$ cat config.mk
export PLATFORM = sky130hd
export DESIGN_NAME = regfile_wb_arbiter
export DESIGN_NICKNAME = d
export VERILOG_FILES = /design/src/rtl/wb_pkg.sv /design/src/rtl/rr_pick.sv /design/src/rtl/regfile_wb_arbiter.sv
export SDC_FILE = /design/constraint.sdc
export NUM_CORES = 1
export LEC_CHECK = 0
export ABC_AREA = 1
export BUFFER_PORTS_ARGS = -buffer_cell sky130_fd_sc_hd__buf_4
export CAP_MARGIN = 20
export CORE_UTILIZATION = 30
export DETAILED_ROUTE_END_ITERATION = 16
export GPL_TIMING_DRIVEN = 1
export PLACE_DENSITY_LB_ADDON = 0.1
export SKIP_CTS_REPAIR_TIMING = 1
export SYNTH_ARGS = -nofsm -noshare
export SYNTH_HDL_FRONTEND = slang
export SYNTH_SLANG_ARGS = --single-unit
$ cat constraint.sdc
create_clock -name clk -period 13 [get_ports clk]
set_input_delay 3.9 -clock clk [delete_from_list [all_inputs] [get_ports clk]]
set_output_delay 3.9 -clock clk [all_outputs]
set_load 0.05 [all_outputs]
$ cat src/rtl/wb_pkg.sv
// Shared definitions for the register-file writeback arbiter: parameter
// defaults, the zero-register constant and a packed-bus address extractor.
package wb_pkg;

    localparam int NREQ_DEF   = 4;
    localparam int AW_DEF     = 5;
    localparam int DW_DEF     = 32;

    // Register 0 is hard-wired; writes to it are acknowledged but dropped.
    localparam int REG_ZERO   = 0;

    // Upper bounds used by the extractor so it can serve any legal AW/NREQ.
    localparam int MAX_NREQ   = 8;
    localparam int ADDR_MAXW  = 16;
    localparam int ADDR_BUS_W = MAX_NREQ * ADDR_MAXW;

    // Returns requester idx's address from a zero-extended packed bus whose
    // fields are aw bits wide.
    function automatic logic [ADDR_MAXW-1:0] req_addr_of(
        input logic [ADDR_BUS_W-1:0] bus,
        input int unsigned           idx,
        input int unsigned           aw
    );
        logic [ADDR_BUS_W-1:0] shifted;
        logic [ADDR_MAXW-1:0]  field_mask;
        shifted    = bus >> (idx * aw);
        field_mask = (ADDR_MAXW'(1) << aw) - ADDR_MAXW'(1);
        return shifted[ADDR_MAXW-1:0] & field_mask;
    endfunction

endpackage

$ cat src/rtl/rr_pick.sv
// Rotating find-first-set: returns the first set bit of mask_i when scanning
// start_i, start_i+1, ... modulo N.
module rr_pick #(
    parameter int N  = 4,
    parameter int IW = 2
) (
    input  logic [N-1:0]  mask_i,
    input  logic [IW-1:0] start_i,
    output logic          found_o,
    output logic [IW-1:0] idx_o
);

    logic [IW-1:0] pos;

    // Walk the ring once from the start pointer; first hit wins.
    always_comb begin
        found_o = 1'b0;
        idx_o   = '0;
        pos     = '0;
        for (int k = 0; k < N; k++) begin
            pos = IW'((int'(start_i) + k) % N);
            if (!found_o && mask_i[pos]) begin
                found_o = 1'b1;
                idx_o   = pos;
            end
        end
    end

endmodule

$ cat src/rtl/regfile_wb_arbiter.sv
// Schedules up to two register-file writebacks per cycle from NREQ requesters
// with rotating priority. Same-address writes are never paired in one cycle,
// and zero-register writes are acknowledged without using a port.
module regfile_wb_arbiter
    import wb_pkg::*;
#(
    parameter int NREQ = NREQ_DEF,
    parameter int AW   = AW_DEF,
    parameter int DW   = DW_DEF
) (
    input  logic               clk,
    input  logic               rst,
    input  logic [NREQ-1:0]    req_valid,
    input  logic [NREQ*AW-1:0] req_addr,
    input  logic [NREQ*DW-1:0] req_data,
    output logic [NREQ-1:0]    req_ready,
    output logic               wen0,
    output logic [AW-1:0]      waddr0,
    output logic [DW-1:0]      wdata0,
    output logic               wen1,
    output logic [AW-1:0]      waddr1,
    output logic [DW-1:0]      wdata1,
    output logic [1:0]         grant_count
);

    localparam int IW = (NREQ > 1) ? $clog2(NREQ) : 1;

    logic [ADDR_BUS_W-1:0] addr_bus_ext;
    logic [AW-1:0]         addr_w [NREQ];
    logic [DW-1:0]         data_w [NREQ];
    logic [NREQ-1:0]       nz_valid;
    logic [NREQ-1:0]       b_mask;

    logic                  a_found, b_found;
    logic [IW-1:0]         a_idx, b_idx, b_start;

    logic [IW-1:0]         rr_ptr_q, rr_ptr_d;
    logic                  wen0_q, wen1_q;
    logic [AW-1:0]         waddr0_q, waddr1_q;
    logic [DW-1:0]         wdata0_q, wdata1_q;
    logic [1:0]            grant_count_q, grant_count_d;

    assign addr_bus_ext = ADDR_BUS_W'(req_addr);

    // Unpack the buses and classify each request.
    for (genvar gi = 0; gi < NREQ; gi++) begin : g_req
        assign addr_w[gi]   = AW'(req_addr_of(addr_bus_ext, gi, AW));
        assign data_w[gi]   = req_data[gi*DW +: DW];
        assign nz_valid[gi] = req_valid[gi] && (addr_w[gi] != AW'(REG_ZERO));
        // B candidates exclude A itself and anything targeting A's register.
        assign b_mask[gi]   = nz_valid[gi] && (IW'(gi) != a_idx)
                              && (addr_w[gi] != addr_w[a_idx]);
        // Zero-register writes are always accepted; others only when picked.
        assign req_ready[gi] = !rst && req_valid[gi]
                               && ((addr_w[gi] == AW'(REG_ZERO))
                                   || (a_found && (a_idx == IW'(gi)))
                                   || (b_found && (b_idx == IW'(gi))));
    end

    rr_pick #(.N(NREQ), .IW(IW)) u_pick_a (
        .mask_i  (nz_valid),
        .start_i (rr_ptr_q),
        .found_o (a_found),
        .idx_o   (a_idx)
    );

    assign b_start = (a_idx == IW'(NREQ-1)) ? '0 : a_idx + 1'b1;

    rr_pick #(.N(NREQ), .IW(IW)) u_pick_b (
        .mask_i  (b_mask),
        .start_i (b_start),
        .found_o (b_found),
        .idx_o   (b_idx)
    );

    // Pointer moves past the last granted requester; port count for this cycle.
    always_comb begin
        rr_ptr_d      = rr_ptr_q;
        grant_count_d = {1'b0, a_found} + {1'b0, b_found};
        if (b_found) begin
            rr_ptr_d = (b_idx == IW'(NREQ-1)) ? '0 : b_idx + 1'b1;
        end else if (a_found) begin
            rr_ptr_d = b_start;
        end
    end

    // Register the write stream; data/address only load on a grant.
    always_ff @(posedge clk or posedge rst) begin
        if (rst) begin
            rr_ptr_q      <= '0;
            wen0_q        <= 1'b0;
            wen1_q        <= 1'b0;
            waddr0_q      <= '0;
            waddr1_q      <= '0;
            wdata0_q      <= '0;
            wdata1_q      <= '0;
            grant_count_q <= '0;
        end else begin
            rr_ptr_q      <= rr_ptr_d;
            wen0_q        <= a_found;
            wen1_q        <= b_found;
            grant_count_q <= grant_count_d;
            if (a_found) begin
                waddr0_q <= addr_w[a_idx];
                wdata0_q <= data_w[a_idx];
            end
            if (b_found) begin
                waddr1_q <= addr_w[b_idx];
                wdata1_q <= data_w[b_idx];
            end
        end
    end

    assign wen0        = wen0_q;
    assign waddr0      = waddr0_q;
    assign wdata0      = wdata0_q;
    assign wen1        = wen1_q;
    assign waddr1      = waddr1_q;
    assign wdata1      = wdata1_q;
    assign grant_count = grant_count_q;

endmodule

# == Yosys cells after proc, flatten, opt, wreduce, memory -nomap -nowiden ==
# Index checks and enable logic that the tools add are counted.
# totals
elab_cells,151
register_bits,80
# op_classes
eq_ne,13
bitwise_logic,2
n_lt_le_gt_ge,10
addsub,9
mux,48
n_reduce_logical,61
# op_table
op,n
binary-select mux 32 bit (select 2 bit),2
two-way mux 32 bit,4
logical AND 1 bit,34
"< comparator 2 x 3 -> 1 bit, second input constant",8
two-way mux 2 bit,12
binary-select mux 5 bit (select 2 bit),2
logical NOT 5 bit,4
two-way mux 5 bit,4
inequality test 5 bit,4
nonzero test 5 bit,4
binary-select mux 1 bit (select 2 bit),8
two-way mux 1 bit,16
"adder 2 x 1 -> 2 bit, second input constant",4
"adder 2 bit, second input constant",4
"== test 2 bit, second input constant",4
logical OR 1 bit,8
logical NOT 1 bit,7
">= comparator 3 bit, second input constant",2
inverter 2 -> 3 bit,2
"== test 2 x 1 -> 1 bit, second input constant",2
logical NOT 2 bit,2
"inequality test 2 bit, first input constant",2
nonzero test 2 bit,2
adder 1 x 1 -> 2 bit,1
"inequality test 1 x 2 -> 1 bit, first input constant",1

# == Depth between registers and ports, before layout ==
# Gate-level depths: netlist of the first run.
# depth
word_depth,36
ltp_mapped,35
ltp_nobuf,33

# == Modules after synthesis ==
# A second synthesis of the first run with hierarchy kept.
# unflattened
cells_unflattened,932
area_unflattened_um2,6369.9
# modules_own_cells
mod,instances,cells_per_inst,area_each_um2
regfile_wb_arbiter,1,814,5731.7
rr_pick,2,59,319.1

# == Worst setup path after synthesis of the first run ==
# Ideal clock, no wire load.
# synth_timing
kind,input -> output
startpoint,in req_addr[11]
endpoint,out req_ready[1]
stages,28
path_slack_ns,0.744
n_path_buf,5
arrival_time_ns,8.356
t_required_ns,9.100
cell_sequence,nor2_1 nand3_1 nand3_1 nand2_1 nand2_1 nand2_1 nand2_2 nand2_1 nand2_2 nand3_2 buf_2 buf_1 clkbuf_1 clkbuf_1 ha_1 nor3_1 nand3_1 nand3_1 nand2_1 nand2_1 nand2_1 nor2_1 nand2_2 nand2_2 buf_2 ha_1 nand2_1 a211oi_1
# synth_between
elab_chain_cells,36
# synth_rtl
item,line,text
"start, declared",regfile_wb_arbiter.sv:14,"input logic [NREQ*AW-1:0] req_addr,"
nonzero test 5 bit,regfile_wb_arbiter.sv:49,assign nz_valid[gi] = req_valid[gi] && (addr_w[gi] != AW'(REG_ZERO));
logical AND 1 bit,regfile_wb_arbiter.sv:49,
binary-select mux 1 bit (select 2 bit),rr_pick.sv:22,if (!found_o && mask_i[pos]) begin
two-way mux 1 bit (not written as such),rr_pick.sv:22,
two-way mux 1 bit,rr_pick.sv:22,
logical NOT 1 bit,rr_pick.sv:22,
logical AND 1 bit,rr_pick.sv:22,
two-way mux 1 bit,rr_pick.sv:22,
[20 not listed],n/a,
two-way mux 1 bit,rr_pick.sv:22,
logical NOT 1 bit,rr_pick.sv:22,
logical AND 1 bit,rr_pick.sv:22,
two-way mux 2 bit,rr_pick.sv:22,
== test 2 x 1 -> 1 bit,regfile_wb_arbiter.sv:57,|| (b_found && (b_idx == IW'(gi))));
logical AND 1 bit,regfile_wb_arbiter.sv:57,
logical OR 1 bit *,regfile_wb_arbiter.sv:57,
logical AND 1 bit *,regfile_wb_arbiter.sv:55,&& ((addr_w[gi] == AW'(REG_ZERO))
"end, declared",regfile_wb_arbiter.sv:16,"output logic [NREQ-1:0] req_ready,"
# Every way passes the cells marked *; elsewhere a longest branch is shown, timed or not. The select of a mux whose other input is x is not followed.

# == Worst setup path after layout of the first run ==
# layout_timing
startpoint,in req_addr[16]
endpoint,out req_ready[1]
# The elaborated chain is that of the path after synthesis.

==> summary.md, run 1 <==
| Metric | Value |
|---|---|
| Run status | completed |
| CTS tree | done |
| Total Wirelength | 28400 µm |
| Core area | 0.0228 mm² |
| Routed vias/inst | 4.94 |
| Die width | 155 µm |
| Fillers | 2570 |
| Async set-reset flop share out of synthesis | 1.00 |
| Post-route minimum period | 12220 ps |
| Drt initial violations | 485 |
| Main combinational cell family by area after synthesis | simple AND/OR/NAND/NOR gates |
| Multi-input logic area | 0.00403 mm² |
| Global-route wire length before repair | 44600 µm |
| Die height | 155 µm |
| Critical path type | input port to output pin |
| Root Buffer Master | clkbuf_16 |
| Clk sinks | 80 |
| Crit path from | req_addr[16] |
| Clock skew | 13.2 ps |
| Synthesized area | 0.00705 mm² |
| Relative max-transition margin | 0.355 |
| Crit path max fanout | 23 |
| Setup crit start kind | input port |
| CP endpoint kind | output pin |
| # diodes | 0 |
| Die ar. | 0.0241 mm² |
| Wire per inst | 16.9 µm |
| Vias in the first global route | 8018 |
| Top delay family on crit path | simple AND/OR/NAND/NOR gates |
| Distinct cell type count after synthesis | 31 |
| Clk slew on worst S/H paths | 70 ps |
| Sequential Area | 0.00200 mm² |
| Avg Cell Area, Syn | 6.00 µm² |
| Mux contribution to synthesized area | 0 |
| Worst Path Required | 9100 ps |
| Post-synthesis sequential area ratio | 0.284 |
| CP most frequent cell | nand2_1 |
| Post-Synth Adder-Cell Area | 0.0177 |
| Syn_nets | 1340 |
| Yosys warnings | 0 |
| Starting density of the core | 0.309 |
| Ports | 236 |
| H-tree depth | 3 |
| Tot GR Track Use | 0.238 |
| Initial antenna violation count | 0 |
| Max_cap viols | 0 |
| Min-delay src | wdata1[15] |
| DP HPWL | 19600 µm |
| Port bufs | 235 |
| Final period util | 0.940 |
| Gpl congestion | 0.873 |
| Post-Synth XOR/XNOR Area | 0.00479 |
| Worst slack, placed | 835 ps |
| Placed Cells | 1662 |
| ANT nets after route | 0 |
| Setup TNS | 0 ps |
| Post-synth EDFFs | 0 |
| Gr ovfl total | 0 |
| Non-filler instance count after layout | 1678 |
| Simple-gate share of the synthesized area | 0.399 |
| Fin. max-slew vios | 0 |
| Hold/Removal Path Class | flop to flop |
| Max Freq | 81.8 MHz |
| Synth Register Bits | 80 |
| Largest net degree at the start of global routing | 76 |
| Final hold vios | 0 |
| CTS Buffer Depth | 2 |
| Via Count | 8291 |
| Final #Nets | 1524 |
| Critical path buffer and inverter count | 5 |
| Final WS setup | 776 ps |
| DRC viols | 0 |
| Hold slack final | 482 ps |
| Setup-failing EPs final | 0 |
| # rows | 55 |
| Worst EP arrival | 8320 ps |
| First drt pass iteration count | 5 |
| Slowest-stage cell, CP | inv_2 |
| RSZ-0062 raised after global routing | no |
| Post-synthesis compound-gate area fraction | 0.145 |
| Synth Flop Type | dfrtp_1 |
| Slew @ Worst Pin | 967 ps |
| Num CTS Buffers | 9 |
| Worst R2R Start | rr_ptr_q[0] |
| CP max stage delay | 410 ps |
| Area Overhead vs Synth | 31.4% |
| Worst-Skew Late Latency | 350 ps |
| Ratio of cells with drive above 1 in the final layout | 0.217 |
| Mapped Cells | 1176 |
[cell type report]
type | count | area share
multi-input cells | 848 | 0.435
flip-flops and latches | 80 | 0.216
clock inverters | 6 | 0.00811
inverters | 169 | 0.0688
well taps | 313 | 0.0423
clock buffers | 10 | 0.0258
repair buffers | 252 | 0.204
[Yosys cell counts (2+ instances only)]
library cell | count | area, µm²
inv_2 | 4 | 15.0
o21ai_1 | 3 | 15.0
nand3_2 | 6 | 60.1
buf_6 | 6 | 67.6
xor2_1 | 2 | 17.5
buf_1 | 4 | 15.0
buf_4 | 11 | 82.6
o211ai_1 | 2 | 15.0
a31oi_1 | 32 | 200
nand4_1 | 14 | 87.6
nor3_1 | 4 | 20.0
nand2_1 | 354 | 1330
nand2_2 | 8 | 50.1
dfrtp_1 | 80 | 2000
inv_1 | 165 | 619
nor2_1 | 52 | 195
buf_2 | 28 | 140
clkbuf_1 | 29 | 109
nand3_1 | 206 | 1030
a211oi_1 | 4 | 30.0
ha_1 | 10 | 125
o21ai_0 | 72 | 360
a21oi_1 | 72 | 360
[cell families after synthesis]
| kind of cell | after synthesis |
|---|---|
| AND/OR/NAND/NOR | 647 |
| AO/OA/AOI/OAI | 188 |
| flip-flops | 80 |
| adder cells (fa/ha/maj) | 10 |
| buffers and inverters | 248 |
| XOR/XNOR | 3 |
[through the flow]
stage	cell area [µm²]	util
6_report	9260	0.405
5_1_grt	9260	0.405
4_1_cts	9260	0.405
3_5_place_dp	8950	0.392
3_3_place_gp	8950	0.392
2_1_floorplan	7050	-
[registers in the layout, summed over array words and instances, names as in the netlist]
| signal | cells |
|---|---|
| wen0 | 1 |
| wdata1 | 32 |
| wdata0 | 32 |
| wen1 | 1 |
| grant_count | 2 |
| waddr1 | 5 |
| rr_ptr_q | 2 |
| waddr0 | 5 |
[worst min-delay path, stage by stage, from the launching register on]
cell,delay [ps]
dfrtp_1,340
nand2_1,50
nand2_1,60
[path summary, 6_finish.rpt]
kind,to,depth (start not counted),slack (ps)
max in group asynchronous,waddr0[0],3,8290
worst min register to register,wdata1[15],2,480
worst max-delay path,req_ready[1],27,780
worst min-delay path,wdata1[15],2,480
min in group asynchronous,wdata0[31],2,3490
worst max register to register,rr_ptr_q[0],23,7000
[per-layer routing]
metal  up-vias  GRT usage  routed length (µm)
li1       4152          -                   -
met1      3781      0.322               12900
met2       314      0.387               13000
met3        44     0.0398                2000
met4         0     0.0766                 509
met5         -          0                   0
[layout by cell type (no fill, tap or decap), types with 2 or more instances in the layout]
cell type / count
o21ai_0: 72
o21ai_1: 2
dfrtp_1: 80
nand3_1: 206
inv_1: 164
a211oi_1: 4
nand4_1: 14
clkbuf_16: 9
a21oi_4: 2
a21oi_1: 71
ha_1: 10
xor2_1: 2
buf_4: 252
inv_6: 2
nor2_1: 52
inv_2: 4
nand2_2: 9
o21ai_4: 2
o211ai_1: 2
nand2_1: 353
a31oi_1: 32
nand3_2: 5
nor3_1: 4
Power of run 1 is left out: the tool's default activity adds up to more than one toggle a clock period on the data nets, which glitch-free logic cannot reach.
==> inputs of run 2 (changes only) <==
--- a/config.mk
+++ b/config.mk
@@ -12,7 +12,9 @@
 export DETAILED_ROUTE_END_ITERATION = 16
 export GPL_TIMING_DRIVEN = 1
 export PLACE_DENSITY_LB_ADDON = 0.1
+export SETUP_SLACK_MARGIN = 0.3
 export SKIP_CTS_REPAIR_TIMING = 1
 export SYNTH_ARGS = -nofsm -noshare
 export SYNTH_HDL_FRONTEND = slang
+export SYNTH_HIERARCHICAL = 1
 export SYNTH_SLANG_ARGS = --single-unit
==> run 2 against run 1 <==
Die area down 9.5%; design area down 7.6%; register-to-register slack better by 760 ps; critical path depth up 8; area after synthesis down 9.7%; cell count down 17%; setup slack better by 51 ps; via count down 16%; routed wire length down 21%; synthesized cell count down 21%.
==> summary.md, run 2 <==
| Metric | Value |
|---|---|
| CTS Buffer Depth | 2 (unchanged) |
| Initial antenna violation count | 0 (unchanged) |
| Syn_nets | 1096 (-18%) |
| ANT nets after route | 0 (unchanged) |
| Final hold vios | 0 (unchanged) |
| Clock skew | 11.2 ps (-1.92 ps) |
| Global-route wire length before repair | 35500 µm (-20%) |
| Die ar. | 0.0218 mm² (-9.5%) |
| CP max stage delay | 390 ps (-20 ps) |
| DP HPWL | 16200 µm (-18%) |
| Top post-synthesis cells by count | 184 x nand2_1, 102 x inv_1, 86 x nor2_1 |
| Setup-failing EPs final | 0 (unchanged) |
| Worst slack, placed | 745 ps (-90.2 ps) |
| Top delay family on crit path | simple AND/OR/NAND/NOR gates |
| Post-synthesis sequential area ratio | 0.314 (+0.0303) |
| Worst EP arrival | 8270 ps (-50 ps) |
| Max_cap viols | 0 (unchanged) |
| Tot GR Track Use | 0.206 (-0.0323) |
| CTS tree | done |
| Run status | completed |
| CP most frequent cell | nand2_1 |
| Clk slew on worst S/H paths | 70 ps (about the same) |
| Routed vias/inst | 4.96 (+0.40%) |
| Critical path buffer and inverter count | 9 (+4) |
| Top-area cell type share of the netlist area | 0.314 (+0.0303) |
| Async set-reset flop share out of synthesis | 1.00 (unchanged) |
| Largest net degree at the start of global routing | 105 (+38%) |
| Core area | 0.0205 mm² (-10%) |
| Slew @ Worst Pin | 982 ps (+14.6 ps) |
| RSZ-0062 raised after global routing | no |
| Post-route cell area | 0.00856 mm² (-7.6%) |
| Setup TNS | 0 ps (unchanged) |
| Worst R2R Start | rr_ptr_q[0] |
| Fin. max-slew vios | 0 (unchanged) |
| Synthesized area | 0.00637 mm² (-9.7%) |
| Ratio of cells with drive above 1 in the final layout | 0.298 (+0.0807) |
| Clk sinks | 80 (unchanged) |
| First drt pass iteration count | 7 (+2) |
| Die height | 148 µm (-4.9%) |
| Avg Cell Area, Syn | 6.83 µm² (+14%) |
| Most frequent cells in the layout | 246 x buf_4, 184 x nand2_1, 99 x inv_1, 86 x nor2_1, 80 x dfrtp_1 |
| # diodes | 0 (unchanged) |
| Slowest-stage cell, CP | bufinv_8 |
| Min-delay src | waddr0[3] |
| Top-count cell post-synth | nand2_1 |
| Final WS setup | 826 ps (+50.6 ps) |
| Hold/Removal Path Class | flop to flop |
| Gr ovfl total | 0 (unchanged) |
| Post-synth EDFFs | 0 (unchanged) |
| Sequential Area | 0.00200 mm² (unchanged) |
| Drt initial violations | 322 (-34%) |
| Gpl congestion | 0.938 (+7.5%) |
| Final period util | 0.936 (-0.00389) |
| DRC viols | 0 (unchanged) |
| Synth Flop Type | dfrtp_1 |
| Max Freq | 82.1 MHz (+0.42%) |
| Hold slack final | 490 ps (+8.38 ps) |
| Wire per inst | 16.0 µm (-5.5%) |
| Placed cell areas | 0.00824 mm² (-7.9%) |
| Biggest area consumer among synthesized cells | dfrtp_1 |
| Fillers | 2208 (-14%) |
| Synth Register Bits | 80 (unchanged) |
| Total Wirelength | 22300 µm (-21%) |
| H-tree depth | 3 (unchanged) |
| Vias in the first global route | 6715 (-16%) |
| Port bufs | 235 (unchanged) |
| Via Count | 6925 (-16%) |
| Area Overhead vs Synth | 34.3% |
| Num CTS Buffers | 9 (unchanged) |
| Top cells by area, synth | dfrtp_1 31%, nand2_1 11%, a31oi_1 7.2%, o211ai_1 6.7%, a21oi_1 6.1% |
| Root Buffer Master | clkbuf_16 |
| Final #Nets | 1285 (-16%) |
| Die width | 148 µm (-4.9%) |
| Starting density of the core | 0.311 (+0.00221) |
| Yosys warnings | 6 (+6) |
| Relative max-transition margin | 0.345 (-0.00973) |
| Crit path from | req_addr[10] |
| Crit path max fanout | 51 (+120%) |
| # rows | 52 (-5.5%) |
| Worst Path Required | 9100 ps (about the same) |
| Distinct cell type count after synthesis | 28 (-9.7%) |
| CP endpoint kind | output pin |
| Worst-Skew Late Latency | 360 ps (about the same) |
| Commonest non-fill, non-tap cell in the layout | buf_4 |
| Mapped Cells | 932 (-21%) |
| Multi-input logic area | 0.00364 mm² (-9.5%) |
| Ports | 236 (unchanged) |
| Critical path type | input port to output pin |
| Post-route minimum period | 12170 ps (-50.6 ps) |
| Setup crit start kind | input port |
-- run 2: cell types whose count changed after synthesis, sizes merged, moves of 4 or more --
cell    before  now
nand2      362  216
a211oi       4    0
clkbuf      30   37
buf         49   31
a21oi       73   78
a31oi       32   73
nand4       15    3
nand3      212   46
inv        169  108
nor2        53   90
o21ai       76   80
o211ai       2   65
-- run 2: cell families (layout without fill, tap and decap cells) --
| kind of cell | Yosys count | count (layout) | share of synthesized area |
|---|---|---|---|
| AOI/OAI and AO/OA | 296 | 296 | 0.279 |
| xor gates and xnor gates | 5 | 5 | 0.00687 |
| adders and majority gates | 10 | 10 | 0.0196 |
| buffers and inverters | 176 | 370 | 0.118 |
| DFF | 80 | 80 | 0.314 |
| and+or+nand+nor | 365 | 365 | 0.263 |
-- run 2: through the flow --
step | utilization | std cells
floorplan | - | 932
global placement | 0.402 | 1380
detailed placement | 0.402 | 1380
CTS | 0.417 | 1396
global route | 0.417 | 1396
finish | 0.417 | 1396
-- run 2: final cells by class --
cell class / instances / share of cell area
Inverter: 108 / 0.0499
Tap cell: 270 / 0.0395
Sequential cell: 80 / 0.234
Clock inverter: 5 / 0.00658
Multi-Input combinational cell: 676 / 0.426
Clock buffer: 11 / 0.0284
Timing Repair Buffer: 246 / 0.216
-- run 2: worst min-delay path, stage by stage (launching register included) --
cell     delay, ps
dfrtp_1        340
nand2_1         50
o21ai_0         60
-- run 2: final timing paths --
kind | endpoint | slack (ps) | depth (start not counted)
max | req_ready[0] | 830 | 35
min | waddr0[3] | 490 | 2
max reg2reg | rr_ptr_q[1] | 7760 | 28
min reg2reg | waddr0[3] | 490 | 2
max in group asynchronous | waddr0[4] | 8350 | 3
min in group asynchronous | wdata1[26] | 3560 | 2
-- run 2: layer usage --
layer | vias to the layer above | global-route usage | part of all wire
met4 | 0 | 0.0613 | 0.021
li1 | 3520 | - | -
met5 | - | 0 | 0
met1 | 3135 | 0.271 | 0.45
met2 | 239 | 0.329 | 0.45
met3 | 31 | 0.0552 | 0.076
Power of run 2 is left out for the same reason.
==> inputs of run 3 (changes only) <==
--- a/config.mk
+++ b/config.mk
@@ -8,10 +8,11 @@
 export ABC_AREA = 1
 export BUFFER_PORTS_ARGS = -buffer_cell sky130_fd_sc_hd__buf_4
 export CAP_MARGIN = 20
-export CORE_UTILIZATION = 30
+export CORE_UTILIZATION = 51
 export DETAILED_ROUTE_END_ITERATION = 16
 export GPL_TIMING_DRIVEN = 1
 export PLACE_DENSITY_LB_ADDON = 0.1
+export RECOVER_POWER = 100
 export SETUP_SLACK_MARGIN = 0.3
 export SKIP_CTS_REPAIR_TIMING = 1
 export SYNTH_ARGS = -nofsm -noshare
==> run 3 against run 2 <==
The flow now finishes with violations (max-capacitance violations, max-slew violations); fmax decreased by 1.3%; clock skew decreased by 4.0 ps; critical path depth decreased by 2; count of clock-buffer cells in the layout decreased by 1; critical path type unchanged.
==> summary.md, run 3 (synthesis results as in run 2) <==
| Metric | Value |
|---|---|
| Global-route wire length before repair | 32900 µm (-7.4%) |
| Critical path type | input port to output pin |
| Largest net degree at the start of global routing | 109 (+3.8%) |
| Clock skew | 7.23 ps (-4.02 ps) |
| CP endpoint kind | output pin |
| Ports | 236 (unchanged) |
| Clk sinks | 80 (unchanged) |
| Clk slew on worst S/H paths | 60 ps (about the same) |
| Tot GR Track Use | 0.323 (+0.116) |
| Gpl congestion | 0.939 (about the same) |
| DRC viols | 0 (unchanged) |
| Worst EP arrival | 8430 ps (+160 ps) |
| Vias in the first global route | 6528 (-2.8%) |
| CTS tree | done |
| Die height | 114 µm (-23%) |
| Die width | 114 µm (-23%) |
| Num CTS Buffers | 9 (unchanged) |
| Setup TNS | 0 ps (unchanged) |
| Port bufs | 235 (unchanged) |
| Final hold vios | 0 (unchanged) |
| RSZ-0062 raised after global routing | no |
| # rows | 40 (-23%) |
| Worst-Skew Late Latency | 340 ps (-20 ps) |
| Setup crit start kind | input port |
| Slew @ Worst Pin | 3520 ps (+2540 ps) |
| First drt pass iteration count | 6 (-1) |
| Max_cap viols | 3 (+3) |
| Die ar. | 0.0129 mm² (-41%) |
| Gr ovfl total | 0 (unchanged) |
| Crit path max fanout | 38 (-25%) |
| Setup-failing EPs final | 0 (unchanged) |
| Slowest-stage cell, CP | buf_4 |
| Starting density of the core | 0.526 (+0.215) |
| Initial antenna violation count | 0 (unchanged) |
| # diodes | 0 (unchanged) |
| Post-route minimum period | 12330 ps (+160 ps) |
| Root Buffer Master | clkbuf_16 |
| Top delay family on crit path | simple AND/OR/NAND/NOR gates |
| DP HPWL | 14600 µm (-9.6%) |
| Run status | finished, violations left |
| Via Count | 7099 (+2.5%) |
| Wire per inst | 15.6 µm (-2.4%) |
| Final #Nets | 1285 (unchanged) |
| H-tree depth | 3 (unchanged) |
| CP most frequent cell | nand2_1 |
| Ratio of cells with drive above 1 in the final layout | 0.222 (-0.0755) |
| Hold/Removal Path Class | flop to flop |
| Failing checks | max-capacitance violations, max-slew violations |
| Routed vias/inst | 5.49 (+11%) |
| Area Overhead vs Synth | 27.6% |
| CP max stage delay | 320 ps (-70 ps) |
| Max Freq | 81.1 MHz (-1.3%) |
| Relative max-transition margin | -1.35 (-1.69) |
| CTS Buffer Depth | 2 (unchanged) |
| Critical path buffer and inverter count | 7 (-2) |
| Most frequent cells in the layout | 186 x nand2_1, 159 x buf_4, 99 x inv_1, 87 x nor2_1, 83 x clkbuf_1 |
| Final period util | 0.949 (+0.0123) |
| Commonest non-fill, non-tap cell in the layout | nand2_1 |
| Drt initial violations | 693 (+120%) |
| ANT nets after route | 0 (unchanged) |
| Core area | 0.0121 mm² (-41%) |
| Fillers | 1206 (-45%) |
| Worst Path Required | 9100 ps (about the same) |
| Fin. max-slew vios | 189 (+189) |
| Total Wirelength | 20200 µm (-9.5%) |
==> run 3: cell types whose count changed in the layout (fill, tap and decap cells not counted), moves of 2 or more <==
cell / change
buf_4: -87
clkbuf_1: +82
inv_4: -3
buf_6: +2
bufinv_16: +2
clkbuf_2: +2
inv_6: +2
nand2_1: +2
==> run 3: path summary, 6_finish.rpt <==
kind | from | endpoint | slack [ps] | cells past startpoint
max | req_addr[15] | req_ready[3] | 670 | 33
min | waddr0[3] | waddr0[3] | 500 | 2
max reg2reg | rr_ptr_q[0] | wdata1[14] | 6300 | 25
min reg2reg | waddr0[3] | waddr0[3] | 500 | 2
max in group asynchronous | rst | wdata1[15] | 5420 | 3
min in group asynchronous | rst | waddr1[2] | 3750 | 2
==> run 3: final cells by class <==
class	count	area, µm²	area share
flip-flops and latches	80	2000	0.246
well taps	168	210	0.0259
repair buffers	246	1540	0.190
multi-input cells	676	3620	0.445
inverters	108	417	0.0513
clock inverters	6	108	0.0132
clock buffers	10	229	0.0282
==> run 3: per-stage QoR <==
step / hold WS, ps / setup WS, ps / util / instances / cell area, µm²
after global placement: 471 / 802 / 0.669 / 1278 / 8110
after CTS: 499 / 647 / 0.697 / 1294 / 8440
after detailed placement: 484 / 655 / 0.669 / 1278 / 8110
final: 500 / 666 / 0.671 / 1294 / 8130
after floorplan: 554 / 1160 / - / 932 / 6370
after global routing: 527 / 169 / 0.671 / 1294 / 8130
==> run 3: per-layer routing <==
| metal | up-vias | part of all wire | global-route usage |
|---|---|---|---|
| li1 | 3530 | - | - |
| met1 | 3236 | 0.43 | 0.430 |
| met2 | 304 | 0.47 | 0.517 |
| met3 | 29 | 0.079 | 0.0670 |
| met4 | 0 | 0.019 | 0.118 |
| met5 | - | 0 | 0 |
==> run 3: worst reg2reg max path, stage by stage (launching register included) <==
cell and delay (ps):
dfrtp_1 620, inv_2 170, nand2_1 110, nand2_2 80, nand2_2 90, nand2_2 50
nor2_1 220, nand3_1 170, nand3_4 310, buf_4 320, nand3_2 160, nand2_2 150
nand2_1 70, nand2_1 60, inv_1 40, nand3_1 50, nor2_1 40, nor2_1 140
inv_1 90, nand2_2 80, nand3_2 110, nand2_4 120, nor2_4 50, nand3b_1 440
clkbuf_1 2350, a31oi_1 360
Power of run 3 is left out for the same reason.
